**src/rtl/sequence_generator.sv**
```systemverilog
// Serial stimulus source for the 101101 detector: latches a pattern word and shifts it out MSB-first.
// Optional overlapping-101101 occurrence counter enabled by defining SEQGEN_MATCH_COUNT_EN.
module sequence_generator #(
  parameter int WIDTH   = 44,
  parameter int LEN_W   = 6,
  parameter int MATCH_W = 8
) (
  input  logic               clk,
  input  logic               reset,
  input  logic               start,
  input  logic [WIDTH-1:0]   pattern,
  input  logic [LEN_W-1:0]   len,
  input  logic               hold,
  output logic               X,
  output logic               valid,
  output logic               busy,
  output logic               done,
  output logic [1:0]         Q
`ifdef SEQGEN_MATCH_COUNT_EN
  ,
  output logic [MATCH_W-1:0] match_cnt
`endif
);

  // state | meaning
  // IDLE  | waiting for start; done pulses here for one cycle
  // SHIFT | last edge emitted a pattern bit
  // PAUSE | last edge was a hold gap
  typedef enum logic [1:0] {
    IDLE  = 2'b00,
    SHIFT = 2'b01,
    PAUSE = 2'b10
  } state_t;

  localparam logic [LEN_W-1:0] WIDTH_L = LEN_W'(WIDTH);

  state_t             state;
  logic [WIDTH-1:0]   pat_q;
  logic [LEN_W-1:0]   rem_q;
  logic [LEN_W-1:0]   rem_idx;
  logic [LEN_W-1:0]   len_clamp;
  logic               bit_nxt;

  assign len_clamp = (len > WIDTH_L) ? WIDTH_L : len;
  assign rem_idx   = rem_q - LEN_W'(1);
  assign bit_nxt   = pat_q[rem_idx];
  assign busy      = (state != IDLE);
  assign Q         = state;

`ifdef SEQGEN_MATCH_COUNT_EN
  logic [5:0] hist;
  logic [5:0] hist_nxt;
  assign hist_nxt = {hist[4:0], bit_nxt};
`endif

  always_ff @(posedge clk or negedge reset) begin
    if (!reset) begin
      state <= IDLE;
      pat_q <= '0;
      rem_q <= '0;
      X     <= 1'b0;
      valid <= 1'b0;
      done  <= 1'b0;
`ifdef SEQGEN_MATCH_COUNT_EN
      hist      <= '0;
      match_cnt <= '0;
`endif
    end else begin
      done <= 1'b0;
      case (state)
        IDLE: begin
          valid <= 1'b0;
          X     <= 1'b0;
          if (start) begin
            pat_q <= pattern;
            rem_q <= len_clamp;
            state <= SHIFT;
`ifdef SEQGEN_MATCH_COUNT_EN
            hist      <= '0;
            match_cnt <= '0;
`endif
          end
        end
        default: begin
          // hold takes priority over both shifting and finishing
          if (hold) begin
            valid <= 1'b0;
            X     <= 1'b0;
            state <= PAUSE;
          end else if (rem_q != '0) begin
            X     <= bit_nxt;
            valid <= 1'b1;
            rem_q <= rem_idx;
            state <= SHIFT;
`ifdef SEQGEN_MATCH_COUNT_EN
            hist <= hist_nxt;
            if (hist_nxt == 6'b101101 && match_cnt != '1)
              match_cnt <= match_cnt + MATCH_W'(1);
`endif
          end else begin
            valid <= 1'b0;
            X     <= 1'b0;
            done  <= 1'b1;
            state <= IDLE;
          end
        end
      endcase
    end
  end

endmodule

```
**config.mk**
```make
export PLATFORM = sky130hd
export DESIGN_NAME = sequence_generator
export DESIGN_NICKNAME = d
export VERILOG_FILES = /design/src/rtl/sequence_generator.sv
export SDC_FILE = /design/constraint.sdc
export NUM_CORES = 1
export LEC_CHECK = 0
export ABC_AREA = 1
export CAP_MARGIN = 20
export CORE_MARGIN = 3
export CORE_UTILIZATION = 38
export DETAILED_ROUTE_END_ITERATION = 7
export GPL_ROUTABILITY_DRIVEN = 0
export SKIP_CTS_REPAIR_TIMING = 1
export SYNTH_ARGS = -nofsm -noshare
export SYNTH_HDL_FRONTEND = slang
export SYNTH_SLANG_ARGS = --single-unit
```
**constraint.sdc**
```tcl
create_clock -name clk -period 4.2 [get_ports clk]
set_input_delay 0.42 -clock clk [delete_from_list [all_inputs] [get_ports clk]]
set_output_delay 0.42 -clock clk [all_outputs]
set_load 0.1 [all_outputs]
```
==> impl_results.md, run 1 <==
* Worst slew pin tran at 0.9724 ns
* First-pass GRT wire length at 9.749 mm
* Power Internal at 1.636 mW
* RR Startpoint: rem_q[0]$_DFFE_PN0P_
* Post-Syn Area at 0.002836 mm²
* Drt total wl at 5.922 mm
* DRC viols at 0
* IO buf count at 59
* Ys async rst share at 100.0%
* Avg WL per Cell at 13.80 µm
* Yosys reg bits at 55
* Post-synth top flop: dfrtp_1
* Top delay family on crit path: buffers and inverters
* Clock Latency Late Sink at 0.31 ns
* Levels on crit path at 3
* Clock transition at path regs at 0.10 ns
* Grt ovf at 0
* Switching Share at 40.26%
* Core area at 0.007019 mm²
* Final TNS setup at 0 ns
* Row count at 30
* # placed instances at 421
* Slew Limit Headroom at 34.97%
* Fmax at 373.4 MHz
* Worst vdd ir at 222.8 µV
* Total GRT Usage at 14.35%
* Hold Vio Cnt, Final at 0
* Worst Hold Class: in -> async
* Post-synth EDFFs at 0
* Cells on worst reg2reg path at 12
* CTS tree: done
* LEAKAGE at 1.665 nW
* Power Density at 768.0 mW/mm²
* Number of buffer and inverter stages on the critical path at 2
* CTS Root Cell: clkbuf_8
* Maxcap violations at 0
* Largest net degree at the start of global routing at 56
* Synth Instances at 278
* Setup Skew at 0.01353 ns
* Clock Power Share at 15.0%
* Worst setup EP type: output port
* Antenna violations before repair at 0
* Fin crit period at 2.678 ns
* Synth Warn # at 0
* Status: finished clean
* Unrepaired setup endpoints after global routing: false
* Full die area at 0.008537 mm²
* Comb power frac at 49.1%
* Via/cell ratio at 4.753
* Slew Viols, Final at 0
* Synth-to-Final Area Change at 25.67%
* Crit path max fanout at 13
* Part of the power in registers at 36.0%
* Slowest CP cell: clkdlybuf4s50_1
* DRC marker count from the first detailed-route iteration at 89
* Die Ht at 92.40 µm
* Layout cell share with drive strength beyond 1 at 19.52%
* Vias in the first global route at 2,010
* Power Total at 2.738 mW
* Cell Chain, Critical Path: nor2_2, inv_1, clkdlybuf4s50_1
* CP Data Required Time at 3.78 ns
* Syn Nets at 333
* Worst r2r dst: X$_DFF_PN0_
* Total Nets Final at 387
* Cell Area, Placed at 0.003432 mm²
* Synth top area share at 48.52%
* Minimum hold slack at 0.2269 ns
* TritonRoute pass-1 iters at 4
* R2R setup slack at 1.56 ns
* Ant. Diodes at 0
* Critical path class: reg -> out
* Critical Path Source Type: flop
* Top post-synthesis cells by area: dfrtp_1, mux2_4, nand2_1
* IO Pins at 60
* Design area at 0.003565 mm²
* Period utilisation layout at 63.76%
* Starting Density at 40.41%
* Final setup viols at 0
* Post-DP HPWL at 4.311 mm
* H-tree depth at 2
* Cell taking the most area after synthesis: dfrtp_1
* CP Data Arrival Time at 2.26 ns
* Distinct cell type count after synthesis at 27
* Longest Clk Path Bufs at 2
* Slowest stage delay, CP at 1.00 ns
* P_sw at 1.102 mW
* Post-Syn Area per Cell at 10.20 µm²
* Post-synthesis sequential area ratio at 48.52%
* Most common cell in the netlist: nand2_1
* Fin cells at 429
* Die Wd at 92.40 µm
* Sink Count at 55
* Via count at 2,039
* Post-DRT Antenna Nets at 0
* Total CTS buffers at 5
* Top cells by count, synth: nand2_1, dfrtp_1, nand3_1
[per-layer routing]
metal / vias up / track usage [%] / part of all wire, %
met2: 43 / 22.24 / 47
met5: - / 0 / 0
met4: 0 / 3.713 / 0.91
met1: 956 / 20.10 / 48
li1: 1034 / - / -
met3: 6 / 3.493 / 4.0
[power by group through the flow]
| stage | combinational, mW | sequential [mW] | clock [mW] |
|---|---|---|---|
| 3_3_place_gp | 1.33 | 0.991 | 0 |
| 3_5_place_dp | 1.35 | 0.999 | 0 |
| 2_1_floorplan | 1.10 | 0.987 | 0 |
| 5_1_grt | 1.51 | 1.02 | 0.441 |
| 4_1_cts | 1.36 | 0.991 | 0.417 |
| 6_report | 1.34 | 0.984 | 0.410 |
[worst max path at each step]
| stage | from | endpoint |
|---|---|---|
| after floorplan | Q[1]$_DFFE_PN0P_ | rem_q[2]$_DFFE_PN0P_ |
| after global placement | rem_q[0]$_DFFE_PN0P_ | X$_DFF_PN0_ |
| after detailed placement | rem_q[0]$_DFFE_PN0P_ | X$_DFF_PN0_ |
| after CTS | Q[1]$_DFFE_PN0P_ | busy |
| after global routing | rem_q[0]$_DFFE_PN0P_ | X$_DFF_PN0_ |
| final | Q[1]$_DFFE_PN0P_ | busy |
[per-stage QoR]
| step | setup WS [ns] | util, % |
|---|---|---|
| finish | 1.522 | 50.78 |
| global route | 1.304 | 50.78 |
| floorplan | 1.824 | - |
| CTS | 1.490 | 50.78 |
| global placement | 1.688 | 48.89 |
| detailed placement | 1.589 | 48.89 |
[cell families (layout without fill, tap and decap cells)]
kind of cell,count (synthesis),after routing,share of synthesized area (%)
AO/OA/AOI/OAI,14,14,3.176
XOR/XNOR,2,2,0.6177
adder cells (fa/ha/maj),1,1,0.4410
buffers and inverters,31,86,6.925
flip-flops,55,55,48.52
multiplexers,42,42,20.11
AND/OR/NAND/NOR,133,133,20.20
[registers in the layout (all words and copies together), names as in the netlist]
| signal | count |
|---|---|
| X | 1 |
| Q | 2 |
| valid | 1 |
| done | 1 |
| pat_q | 44 |
| rem_q | 6 |
[layout by cell type (no fill, tap or decap), drive strengths merged]
cell / synthesis / layout
nand2: 72 / 72
clkdlybuf4s50: 0 / 58
dfrtp: 55 / 55
mux2: 42 / 42
nand3: 41 / 41
nor2: 17 / 17
inv: 17 / 17
o21ai: 8 / 8
clkbuf: 1 / 6
o22ai: 3 / 3
buf: 13 / 3
xor2: 2 / 2
a21oi: 2 / 2
bufinv: 0 / 2
nor3: 2 / 2
or2: 1 / 1
o221ai: 1 / 1
ha: 1 / 1
[layout make-up]
| class | count | area (µm²) |
|---|---|---|
| clock buffers | 6 | 72.57 |
| clock inverters | 2 | 60.06 |
| fillers | 659 | 3455 |
| inverters | 17 | 68.82 |
| multi-input cells | 192 | 1266 |
| flip-flops and latches | 55 | 1376 |
| well taps | 96 | 120.1 |
| repair buffers | 61 | 600.6 |
Note: power is estimated with default switching activity, not from simulation.
==> run 2: changes to the inputs <==
Clock period 4.2 ns to 2.8 ns, I/O delays scaled along.
==> run 2 against run 1 <==
Effect of this change: global-route usage up 0.70 points; combinational power increased by 62%; count of clock-buffer cells in the layout down 1; sequential power increased by 42%; register-to-register slack got worse by 0.63 ns; cell count increased by 0.93%; first-iteration DRC count shrank 1.1%; non-clock buffer count rose by 4; via count rose by 1.4%; flip-flop and latch count did not move; clock skew is 0.0062 ns lower; critical path type is now reg -> reg; highest routed layer unchanged.
==> impl_results.md, run 2 (synthesized netlist as in run 1, its figures left out) <==
* CTS Root Cell: clkbuf_8
* Worst slew pin tran at 0.5971 ns (-0.3753 ns)
* Worst Hold Class: in -> async
* Flip-flop count of the largest register after layout at 44 (unchanged)
* LEAKAGE at 1.690 nW (+1.5%)
* Synth-to-Final Area Change at 26.03%
* Critical path class: reg -> reg
* Most frequent cells in the layout: nand2_1, dfrtp_1, clkdlybuf4s50_1, nand3_1, mux2_4
* Grt peak-use layer: met2
* Clock Latency Late Sink at 0.30 ns (about the same)
* Met3 Track Usage GR at 3.818% (+0.32 points)
* Total GRT Usage at 15.05% (+0.70 points)
* CP Data Arrival Time at 2.11 ns (-0.15 ns)
* Setup Skew at 0.007353 ns (-0.006175 ns)
* Status: finished clean
* Die Ht at 92.40 µm (unchanged)
* Sink Count at 55 (unchanged)
* Core area at 0.007019 mm² (unchanged)
* Total CTS buffers at 5 (unchanged)
* Most flops, register: pat_q
* Crit path max fanout at 23 (+10)
* Maxcap violations at 0 (unchanged)
* Final TNS setup at 0 ns (unchanged)
* Power Density at 1147 mW/mm² (+49%)
* DRC marker count from the first detailed-route iteration at 88 (-1.1%)
* Worst Setup SP: rem_q[0]$_DFFE_PN0P_
* IO Pins at 60 (unchanged)
* First-pass GRT wire length at 10.19 mm (+4.5%)
* Clock transition at path regs at 0.10 ns (about the same)
* Power Internal at 2.391 mW (+46%)
* Worst vdd ir at 326.1 µV (+46%)
* Part of the power in registers at 34.2% (-1.8 points)
* Comb power frac at 52.9% (+3.8 points)
* Met1 usage at 20.83% (+0.73 points)
* Slew Viols, Final at 0 (unchanged)
* Via count at 2,067 (+1.4%)
* IO buf count at 59 (unchanged)
* Clock Power Share at 13.0% (-2.0 points)
* TritonRoute pass-1 iters at 4 (unchanged)
* CTS tree: done
* Met2 usage at 23.69% (+1.5 points)
* Period utilisation layout at 66.62%
* Fmax at 536.1 MHz
* Largest net degree at the start of global routing at 38 (-32%)
* Total Nets Final at 391 (+1.0%)
* Full die area at 0.008537 mm² (unchanged)
* Unrepaired setup endpoints after global routing: false
* Worst r2r dst: X$_DFF_PN0_
* Hold Vio Cnt, Final at 0 (unchanged)
* H-tree depth at 2 (unchanged)
* Cells on worst reg2reg path at 12 (unchanged)
* Row count at 30 (unchanged)
* R2R setup slack at 0.93 ns (-0.63 ns)
* Antenna violations before repair at 0 (unchanged)
* Die Wd at 92.40 µm (unchanged)
* Post-DP HPWL at 4.401 mm (+2.1%)
* Starting Density at 40.41% (unchanged)
* Ant. Diodes at 0 (unchanged)
* Power Total at 4.101 mW (+50%)
* Switching Share at 41.71% (+1.4 points)
* P_sw at 1.710 mW (+55%)
* DRC viols at 0 (unchanged)
* Grt ovf at 0 (unchanged)
* Post-Place Worst Slack at 0.8427 ns (-0.7460 ns)
* Final setup viols at 0 (unchanged)
* Via/cell ratio at 4.774 (+0.44%)
* Commonest non-fill, non-tap cell in the layout: nand2_1
* Fin crit period at 1.865 ns
* Avg WL per Cell at 14.27 µm (+3.3%)
* Worst setup EP type: flop
* Longest Clk Path Bufs at 2 (unchanged)
* Vias in the first global route at 2,078 (+3.4%)
* Post-DRT Antenna Nets at 0 (unchanged)
* CP Data Required Time at 3.04 ns (-0.74 ns)
* RR Startpoint: rem_q[0]$_DFFE_PN0P_
* Layout cell share with drive strength beyond 1 at 22.26% (+2.7 points)
* Worst setup endpoint: X$_DFF_PN0_
* Worst setup margin at 0.9347 ns (-0.5872 ns)
* Critical Path Source Type: flop
* Minimum hold slack at 0.4347 ns (+0.2077 ns)
* Drt total wl at 6.177 mm (+4.3%)
* Slew Limit Headroom at 60.05% (+25 points)
## run 2: final cells by class
type	count	area, µm²
multi-input cells	192	1266
clock inverters	3	43.79
repair buffers	65	630.6
inverters	17	68.82
clock buffers	5	68.82
well taps	96	120.1
flip-flops and latches	55	1376
fillers	654	3445
## run 2: how the worst min path moves through the flow
stage                                       end  slack, ns  cells past startpoint
after global placement    pat_q[41]$_DFFE_PN0P_       0.24                      1
after global routing      pat_q[41]$_DFFE_PN0P_       0.47                      2
final                     pat_q[41]$_DFFE_PN0P_       0.43                      2
after CTS                 pat_q[42]$_DFFE_PN0P_      -0.09                      1
after floorplan                Q[0]$_DFFE_PN0P_      -0.02                      0
after detailed placement  pat_q[42]$_DFFE_PN0P_       0.24                      1
## run 2: worst max-delay path: stages (launching register included)
cell and delay (ns):
dfrtp_1 0.44, inv_6 0.18, ha_1 0.24, inv_1 0.05
nand2_1 0.07, nand2_2 0.12, inv_2 0.16, nand3_1 0.11
nand3_1 0.09, nand2_1 0.05, nor2_1 0.12, nor2_1 0.07
nor2_1 0.10
## run 2: through the flow
stage | utilization, % | instance area [µm²] | std cells
2_1_floorplan | - | 2836 | 278
3_3_place_gp | 49.18 | 3452 | 424
3_5_place_dp | 49.18 | 3452 | 424
4_1_cts | 50.78 | 3565 | 432
5_1_grt | 50.93 | 3575 | 433
6_report | 50.93 | 3575 | 433
## run 2: layer usage
metal  vias to the layer above  wire length [µm]
li1                       1033                 -
met1                       985              2882
met2                        45              2948
met3                         4               305
met4                         0                41
met5                         -                 0
## run 2: power groups by stage
stage	logic, mW	clock network (mW)	registers (mW)
4_1_cts	2.19	0.543	1.41
2_1_floorplan	1.66	0	1.48
3_3_place_gp	2.16	0	1.40
5_1_grt	2.40	0.580	1.46
3_5_place_dp	2.18	0	1.42
6_report	2.17	0.531	1.40
==> run 3: changes to the inputs <==
Clock period 2.8 ns to 1.6 ns, I/O delays scaled along.
==> run 3 against run 2 <==
Effect of this change: hold slack got worse by 0.072 ns; global-route usage grew 0.81 points; critical path depth fell by 4; first-iteration DRC count is 39% lower; combinational power rose by 100%; sequential power is 80% higher; design area rose by 7.0%; fmax increased by 20%; critical path type unchanged.
==> impl_results.md, run 3 (synthesized netlist as in run 1, its figures left out) <==
* Via count at 2,143 (+3.7%)
* FF/Latch Area at 0.001385 mm² (+0.64%)
* Met3 Track Usage GR at 3.249% (-0.57 points)
* Fin crit period at 1.549 ns (-0.3164 ns)
* Die Ht at 92.40 µm (unchanged)
* Clock transition at path regs at 0.10 ns (about the same)
* CTS Root Cell: clkbuf_8
* CTS tree: done
* Drt total wl at 6.349 mm (+2.8%)
* Avg WL per Cell at 14.24 µm (-0.21%)
* Most flops, register: pat_q
* Slew Viols, Final at 0 (unchanged)
* DRC viols at 0 (unchanged)
* Switching Share at 41.07% (-0.63 points)
* Setup Skew at 0.006845 ns (-0.0005085 ns)
* Worst setup EP type: flop
* IO buf count at 59 (unchanged)
* Grt peak-use layer: met2
* IO Pins at 60 (unchanged)
* Worst slew pin tran at 0.3065 ns (-0.2906 ns)
* Antenna violations before repair at 0 (unchanged)
* Hold Vio Cnt, Final at 0 (unchanged)
* Sink Count at 55 (unchanged)
* Starting Density at 40.41% (unchanged)
* Flip-flop count of the largest register after layout at 44 (unchanged)
* Slowest CP cell: dfrtp_2
* Via/cell ratio at 4.805 (+0.65%)
* Row count at 30 (unchanged)
* Vias in the first global route at 2,190 (+5.4%)
* P_sw at 3.125 mW (+83%)
* Unrepaired setup endpoints after global routing: true
* Power Total at 7.608 mW (+86%)
* Worst vdd ir at 635.2 µV (+95%)
* Cell Chain, Critical Path: buf_4, nor3_2, nand3_1, xor2_2, inv_1, nand2_1, nor2_1, nor2_1
* Slowest stage delay, CP at 0.45 ns (about the same)
* Grt ovf at 0 (unchanged)
* Total GRT Usage at 15.86% (+0.81 points)
* Total Nets Final at 404 (+3.3%)
* H-tree depth at 2 (unchanged)
* Die Wd at 92.40 µm (unchanged)
* Post-DRT Antenna Nets at 0 (unchanged)
* Full die area at 0.008537 mm² (unchanged)
* Part of the power in registers at 33.2% (-1.0 points)
* Core area at 0.007019 mm² (unchanged)
* Clock Power Share at 9.9% (-3.1 points)
* Critical path class: reg -> reg
* First-pass GRT wire length at 10.77 mm (+5.7%)
* Commonest non-fill, non-tap cell in the layout: nand2_1
* Cell Area, Placed at 0.003664 mm² (+6.1%)
* Ant. Diodes at 0 (unchanged)
* Layout cell share with drive strength beyond 1 at 27.71% (+5.5 points)
* Fill cells at 636 (-2.8%)
* Clock Latency Late Sink at 0.31 ns (about the same)
* Power Internal at 4.483 mW (+88%)
* Met2 usage at 24.35% (+0.66 points)
* CP Data Arrival Time at 1.80 ns (-0.31 ns)
* Status: finished clean
* Slew Limit Headroom at 79.57% (+20 points)
* Critical Path Source Type: flop
* Crit path max fanout at 14 (-39%)
* Power Density at 1990 mW/mm² (+73%)
* Final setup viols at 0 (unchanged)
* Largest net degree at the start of global routing at 56 (+47%)
* Worst Hold Class: in -> async
* Period utilisation layout at 96.80% (+30 points)
* Design area at 0.003824 mm² (+7.0%)
* CP Data Required Time at 1.85 ns (-1.19 ns)
* Post-DP HPWL at 4.679 mm (+6.3%)
* DRC marker count from the first detailed-route iteration at 54 (-39%)
* Longest Clk Path Bufs at 2 (unchanged)
* Maxcap violations at 0 (unchanged)
* Most frequent cells in the layout: nand2_1, dfrtp_1, clkdlybuf4s50_1, nand3_1, mux2_4
* TritonRoute pass-1 iters at 4 (unchanged)
* Total CTS buffers at 5 (unchanged)
* Minimum hold slack at 0.3631 ns (-0.07159 ns)
* Fmax at 645.6 MHz (+20%)
* Cell repeated most along the worst path: nor2_1
* Comb power frac at 56.9% (+4.0 points)
* Multi-input gate area at 0.001316 mm² (+4.0%)
* Final TNS setup at 0 ns (unchanged)
* LEAKAGE at 1.779 nW (+5.3%)
* Synth-to-Final Area Change at 34.80%
* Met1 usage at 21.78% (+0.95 points)
==> run 3: layer usage <==
metal  wire (µm)  up-vias
met4          99        0
met3         245        9
li1            -     1057
met5           0        -
met1        3030     1029
met2        2973       48
==> run 3: metrics by stage <==
step,utilization (%),std cells,worst slack [ns]
floorplan,-,278,-0.3751
global placement,52.19,436,-0.01321
detailed placement,52.19,436,-0.05755
CTS,53.35,444,-0.08177
global route,54.47,446,-0.05599
finish,54.47,446,0.05116
==> run 3: path summary, 6_finish.rpt <==
path                                      start                     to  slack (ns)  cells after the start
hold reg to reg            pat_q[4]$_DFFE_PN0P_   pat_q[4]$_DFFE_PN0P_        0.51                      1
max in group asynchronous                 reset  pat_q[18]$_DFFE_PN0P_        0.97                      3
min in group clk                           hold         done$_DFF_PN0_        0.43                      2
setup / recovery           rem_q[0]$_DFFE_PN0P_            X$_DFF_PN0_        0.05                      8
setup reg to reg           rem_q[0]$_DFFE_PN0P_            X$_DFF_PN0_        0.05                      8
hold / removal                            reset  pat_q[17]$_DFFE_PN0P_        0.36                      3
==> run 3: power groups by stage <==
stage               clock network [mW]  registers [mW]  logic, mW
finish                           0.756            2.52       4.33
global route                     0.832            2.60       4.83
CTS                              0.790            2.52       4.15
detailed placement                   0            2.54       4.12
global placement                     0            2.52       4.07
floorplan                            0            2.61       2.94
==> run 3: area by class of cell <==
type                    count  share of cell area (%)
multi-input cells         192                   34.42
repair buffers             78                   22.05
clock inverters             1                  0.1309
clock buffers               7                   1.996
well taps                  96                   3.141
inverters                  17                   2.029
flip-flops and latches     55                   36.22
==> run 3: worst max-delay path: cells and delay by family (launching register included) <==
family,cells,cell delay (ns)
AND/OR/NAND/NOR,5,0.56
flip-flops,1,0.45
buffers and inverters,2,0.25
XOR/XNOR,1,0.23
